[config.mk]
export PLATFORM = sky130hd
export DESIGN_NAME = dma_line_responder
export DESIGN_NICKNAME = d
export VERILOG_FILES = /design/src/rtl/dma_line_responder.sv
export SDC_FILE = /design/constraint.sdc
export NUM_CORES = 2
export LEC_CHECK = 0
export ABC_AREA = 1
export CAP_MARGIN = 30
export CORE_AREA = 3 3 358 360
export CTS_CLUSTER_DIAMETER = 100
export DETAILED_ROUTE_END_ITERATION = 6
export DIE_AREA = 0 0 361 363
export PLACE_DENSITY = 0.75
export SETUP_SLACK_MARGIN = 0.1
export SYNTH_ARGS = -nofsm -noshare
export SYNTH_HDL_FRONTEND = slang
export SYNTH_SLANG_ARGS = --single-unit
[constraint.sdc]
create_clock -name clk -period 2.3 [get_ports clk]
set_input_delay 0.46 -clock clk [delete_from_list [all_inputs] [get_ports clk]]
set_output_delay 0.46 -clock clk [all_outputs]
set_load 0.05 [all_outputs]
[src/rtl/dma_line_responder.sv]
// dma_line_responder: responder side of the accelerator DMA interface.
// Moves one LINE_W-bit line per request over a single-outstanding 32-bit
// word port. Reads return the DATA_W line MSBs; writes send the payload
// MSB-first followed by zero padding.
// Optional feature: define DMA_TIMEOUT_EN to abort a beat whose mem_ack
// has not arrived within TIMEOUT_CYCLES cycles.
module dma_line_responder #(
  parameter int DATA_W         = 381,
  parameter int LINE_W         = 1024,
  parameter int BEATS          = LINE_W / 32,
  parameter int TIMEOUT_CYCLES = 256
) (
  input  logic              clk,
  input  logic              resetn,
  input  logic              dma_rx_start,
  input  logic [31:0]       dma_rx_address,
  output logic [DATA_W-1:0] dma_rx_data,
  input  logic              dma_tx_start,
  input  logic [31:0]       dma_tx_address,
  input  logic [DATA_W-1:0] dma_tx_data,
  output logic              dma_done,
  output logic              dma_idle,
  output logic              dma_error,
  output logic              mem_req,
  output logic              mem_we,
  output logic [31:0]       mem_addr,
  output logic [31:0]       mem_wdata,
  input  logic              mem_ack,
  input  logic [31:0]       mem_rdata,
  input  logic              mem_err
);

  localparam int KW = $clog2(BEATS);

  if ((LINE_W % 32) != 0 || BEATS != LINE_W / 32 || TIMEOUT_CYCLES < 1) begin : g_bad_cfg
    $error("dma_line_responder: inconsistent LINE_W/BEATS/TIMEOUT_CYCLES");
  end

  typedef enum logic [2:0] {
    S_IDLE,
    S_READ,
    S_WRITE,
    S_CMPL,
    S_ERR,
    S_DONE
  } state_t;

  state_t              r_state;
  state_t              w_state_next;
  logic [KW-1:0]       r_k;
  logic [LINE_W-1:0]   r_line;
  logic [DATA_W-1:0]   r_rx_data;
  logic                r_error;
  logic                r_mem_req;
  logic                r_mem_we;
  logic [31:0]         r_mem_addr;
  logic                w_rx_acc;
  logic                w_tx_acc;
  logic                w_start;
  logic [31:0]         w_start_addr;
  logic                w_aligned;
  logic                w_beat;
  logic                w_last;
  logic                w_timeout;

  // rx has priority when both starts arrive together; starts only count in IDLE
  assign w_rx_acc     = (r_state == S_IDLE) && dma_rx_start;
  assign w_tx_acc     = (r_state == S_IDLE) && !dma_rx_start && dma_tx_start;
  assign w_start      = w_rx_acc || w_tx_acc;
  assign w_start_addr = w_rx_acc ? dma_rx_address : dma_tx_address;
  assign w_aligned    = (w_start_addr[1:0] == 2'b00);
  assign w_beat       = r_mem_req && mem_ack;
  assign w_last       = (r_k == KW'(BEATS - 1));

`ifdef DMA_TIMEOUT_EN
  logic [$clog2(TIMEOUT_CYCLES+1)-1:0] r_wait;

  // Per-beat wait counter, restarted for every new word request
  always_ff @(posedge clk or negedge resetn) begin
    if (!resetn) begin
      r_wait <= '0;
    end else if (w_start || w_beat || !r_mem_req) begin
      r_wait <= '0;
    end else begin
      r_wait <= r_wait + 1'b1;
    end
  end

  assign w_timeout = r_mem_req && !mem_ack &&
                     (r_wait == ($clog2(TIMEOUT_CYCLES+1))'(TIMEOUT_CYCLES - 1));
`else
  assign w_timeout = 1'b0;
`endif

  // State register
  always_ff @(posedge clk or negedge resetn) begin
    if (!resetn) begin
      r_state <= S_IDLE;
    end else begin
      r_state <= w_state_next;
    end
  end

  // Next-state logic; CMPL is the one-cycle slot where a finished read line is published
  always_comb begin
    w_state_next = r_state;
    unique case (r_state)
      S_IDLE: begin
        if (w_start) begin
          if (!w_aligned)    w_state_next = S_ERR;
          else if (w_rx_acc) w_state_next = S_READ;
          else               w_state_next = S_WRITE;
        end
      end
      S_READ, S_WRITE: begin
        if (w_beat) begin
          if (mem_err)     w_state_next = S_ERR;
          else if (w_last) w_state_next = S_CMPL;
        end else if (w_timeout) begin
          w_state_next = S_ERR;
        end
      end
      S_CMPL:  w_state_next = S_DONE;
      S_ERR:   w_state_next = S_DONE;
      S_DONE:  w_state_next = S_IDLE;
      default: w_state_next = S_IDLE;
    endcase
  end

  // Datapath: start capture, beat sequencing, line shifting, error and read result
  always_ff @(posedge clk or negedge resetn) begin
    if (!resetn) begin
      r_k        <= '0;
      r_line     <= '0;
      r_rx_data  <= '0;
      r_error    <= 1'b0;
      r_mem_req  <= 1'b0;
      r_mem_we   <= 1'b0;
      r_mem_addr <= '0;
    end else begin
      if (w_start) begin
        r_error    <= 1'b0;
        r_k        <= '0;
        r_mem_addr <= w_start_addr;
        r_mem_we   <= w_tx_acc;
        r_mem_req  <= w_aligned;
        r_line     <= {dma_tx_data, {(LINE_W-DATA_W){1'b0}}};
      end
      if (w_beat) begin
        r_k        <= r_k + 1'b1;
        r_mem_addr <= r_mem_addr + 32'd4;
        r_line     <= r_mem_we ? (r_line << 32) : {r_line[LINE_W-33:0], mem_rdata};
        if (mem_err || w_last) r_mem_req <= 1'b0;
      end
      if (w_timeout) r_mem_req <= 1'b0;
      if (r_state == S_CMPL && !r_mem_we) r_rx_data <= r_line[LINE_W-1 -: DATA_W];
      if (w_state_next == S_ERR) r_error <= 1'b1;
    end
  end

  assign dma_rx_data = r_rx_data;
  assign dma_done    = (r_state == S_DONE);
  assign dma_idle    = (r_state == S_IDLE);
  assign dma_error   = r_error;
  assign mem_req     = r_mem_req;
  assign mem_we      = r_mem_we;
  assign mem_addr    = r_mem_addr;
  assign mem_wdata   = r_mem_we ? r_line[LINE_W-1 -: 32] : '0;

endmodule
==> key figures <==
Job
  – Max-cap violations: 0

Timing
  – Slew @ Worst Pin: approximately 830 ps
  – Final Hold Fails: 0
  – Worst relative slew slack: 44.3%
  – Minimum clock period: between 2000 and 2500 ps
  – Final setup viols: 0
  – Hold slack: approximately 260 ps
  – Pins Over Slew Limit: 0
  – Worst clock skew: 47.8 ps
  – RSZ-0062 raised after global routing: true
  – Crit share post-route: slightly below 100%
  – Max Freq: 0.440 GHz

GRT
  – All-Layer GR Usage: 30.5%
  – Initial antenna violation count: 57
  – Global-route wire length before repair: around 300000 um
  – Largest net degree at the start of global routing: between 100 and 150
  – Total gr overflow: 0
  – Vias in the first global route: roughly 48000

Run status
  – Failing checks: design-rule violations
  – Status: complete, but fails checks

Yosys
  – Post-synth top area cell: dfrtp_1
  – Area share of the largest cell type after synthesis: 60.4%
  – Largest cells by area after synthesis: dfrtp_1 60%, inv_1 7.1%, o211ai_2 6.8%, o22ai_1 6.7%, nand2_1 6.2%
  – Mapped Nets: between 6000 and 7000
  – Syn Area/Cell: about 10 sq um
  – Count of cell types in the netlist: 38
  – Area of the mapped netlist: roughly 0.06 sq mm
  – Yosys reg bits: between 1000 and 1500
  – YS warnings: 0
  – Post-synth EDFFs: 0
  – Async set-reset flop share out of synthesis: 100%
  – Synth Flop Type: dfrtp_1
  – Sequential area share after synthesis: approximately 60%
  – Post-Synthesis Cells: around 6000

Final layout
  – Final instance area: ~0.078 sq mm
  – Final #Nets: 7408
  – Layout cells sized above 1: 15.8%
  – Final Core Density: between 60 and 70%
  – Fillers: slightly below 10000
  – Area delta synth->final: 29.8%

Floorplanning
  – Die X-Extent: 361 um
  – Number of placed I/O pins: slightly above 900
  – Core area: ~0.13 sq mm
  – Row cnt: 130
  – Die Span Y: around 360 um
  – Effective utilization at floorplan: between 40% and 50%
  – Full die area: 0.131 sq mm

Power
  – Pwr dens: around 1300 mW/mm^2
  – Max IR drop VDD: around 780 uV
  – Total power: roughly 110 mW
  – Lkg Pwr: between 30 and 40 nW

Detailed routing
  – DRC: 3
  – Vias: slightly below 50000
  – Antenna Nets Post-Route: 0
  – Drt first pass iters: 7
  – Wl on met1: roughly 81000 um
  – Met3 wire length: ~16000 um
  – Final wirelength: between 200000 and 250000 um
  – Via-to-Cell Ratio: between 5 and 6
  – First DRT Iteration DRCs: 5174
  – DR top layer: met5
  – Metal2 WL: 96600 um
  – WL/cell: between 20 and 25 um

Placement
  – Post-DP Area: about 0.072 sq mm
  – Number of port buffers: 932
  – Final RePlAce weighted congestion: between 0.9 and 1
  – DPL Wire Length: about 150000 um

Critical path
  – Crit path top cell by count: buf_12
  – Crit Path Category: reg -> out
  – WP data arrival: 1810 ps
  – CP delay by family, top: buffers and inverters
  – Reg-to-reg setup timing slack: ~90 ps
  – Crit-path slowest cell: dfrtp_2
  – Setup crit end kind: output port
  – Worst Path Max Fanout: 6
  – Crit path required time: between 1500 and 2000 ps
  – Kind of start point of the critical path: register
  – Slowest stage delay, CP: 450 ps
  – Worst Path Buf+Inv: 4
  – CP Cell Sequence: buf_12, buf_16, nand2_4, inv_4, buf_12

Clock tree
  – TritonCTS buffer count: ~150
  – Worst skew pair latency: between 700 and 800 ps
  – TritonCTS sink count: between 1000 and 1500
  – CTS tree: done
  – Htree depth: 4
  – Clock Pin Slew Worst Setup and Hold Paths: around 60 ps
  – CTS max path bufs: 3
  – Clk root buf: clkbuf_16

Min path
  – Hold Crit Class: in -> async
-- routing by layer --
| metal | global-route usage [%] | vias up |
|---|---|---|
| met3 | 6.49 | 422 |
| met1 | 40.0 | 24200 |
| met2 | 48.0 | 2006 |
| met4 | 16.1 | 12 |
| li1 | - | 21700 |
| met5 | 0 | - |
-- cells in the mapped netlist (6+ instances only) --
| cell type | count |
|---|---|
| inv_1 | 1130 |
| nand4_1 | 6 |
| buf_1 | 7 |
| nand3_1 | 45 |
| o21ai_2 | 15 |
| buf_6 | 13 |
| nor2_1 | 62 |
| nand2_1 | 984 |
| dfrtp_1 | 1448 |
| o211ai_2 | 326 |
| o22ai_1 | 643 |
| o21ai_1 | 303 |
| a21oi_1 | 16 |
| o21ai_0 | 480 |
| buf_2 | 140 |
| clkbuf_1 | 221 |
| buf_8 | 31 |
| o211ai_1 | 67 |
| nor3_1 | 7 |
-- sequential cells by signal, indices dropped and copies added, names as in the netlist --
register and cells:
r_state 3, r_k 5, dma_error 1, mem_addr 32
mem_req 1, dma_rx_data 381, mem_we 1, r_line 1024
-- what timing repair did --
| item | CTS | global route |
|---|---|---|
| buffers inserted | 9 | 2 |
| hold endpoints to repair | 106 | 0 |
| resized for setup | 627 | 62 |
| cloned | 2 | 0 |
| pin swaps | 0 | 1 |
| hold buffers | 1 | 0 |
| endpoints found under the setup margin | 373 | 77 |
-- through the flow --
stage | TNS (ps) | std cells | setup WS (ps)
finish | 0 | 8742 | 29.7
global route | -200 | 8737 | -33.5
CTS | -884 | 8694 | -93.1
detailed placement | -4270 | 8406 | -181
global placement | -659 | 8406 | -163
floorplan | 0 | 5984 | 203
-- path summary, 6_finish.rpt --
| check | start | endpoint | cells after the start |
|---|---|---|---|
| worst max-delay path | mem_we$_DFFE_PN0N_ | mem_wdata[4] | 5 |
| worst min-delay path | resetn | r_line[104]$_DFFE_PN0P_ | 2 |
| worst max register to register | r_state[1]$_DFF_PN0_ | mem_addr[6]$_DFFE_PN0P_ | 6 |
| worst min register to register | dma_rx_data[249]$_DFFE_PN0P_ | dma_rx_data[249]$_DFFE_PN0P_ | 2 |
| max in group asynchronous | resetn | r_line[51]$_DFFE_PN0P_ | 3 |
| min in group clk | mem_rdata[3] | r_line[3]$_DFFE_PN0P_ | 3 |
-- worst reg2reg max path, stage by stage (launching register included) --
cell and delay [ps]:
dfrtp_1 470, nor2_4 230, nand3_4 150, buf_12 190, buf_4 200, o21ai_0 660, a31oi_1 170
-- cells in the final DEF (no fill, tap or decap), drive strengths merged, types with 47 or more instances in the layout --
cell type	synthesis	routed
dlygate4sd2	0	194
nand2	986	986
nor2	66	66
clkbuf	221	223
o21ai	798	798
diode	0	47
buf	196	378
o211ai	393	393
inv	1134	1146
o22ai	643	643
clkdlybuf4s50	0	481
dfrtp	1448	1448
clkdlybuf4s15	0	136
-- cell type report --
cell class | instances | area, sq um | area share (%)
Antenna cell | 47 | 118 | 0.151
Clock buffer | 211 | 4300 | 5.53
Clock inverter | 65 | 838 | 1.08
Inverter | 1134 | 4330 | 5.56
Multi-Input combinational cell | 2985 | 17400 | 22.4
Sequential cell | 1448 | 36200 | 46.6
Tap cell | 1650 | 2060 | 2.65
Timing Repair Buffer | 1202 | 12500 | 16.1
-- logic make-up (layout without fill, tap and decap cells) --
kind of cell	Yosys count	after routing	share of synthesized area, %
AOI/OAI and AO/OA	1857	1857	21.3
xor gates and xnor gates	6	6	0.0876
adders and majority gates	3	3	0.0626
buffers and inverters	1551	2612	10.8
DFF	1448	1448	60.4
other	0	47	0
and+or+nand+nor	1119	1119	7.27
-- where the power goes --
group,leakage [nW],internal (mW),switching [mW]
logic,13.8,13.8,30.3
registers,19.4,32.2,3.54
clock network,2.53,14.8,10.5
total,35.7,60.8,44.3
Power figures use the tool's default switching activity.
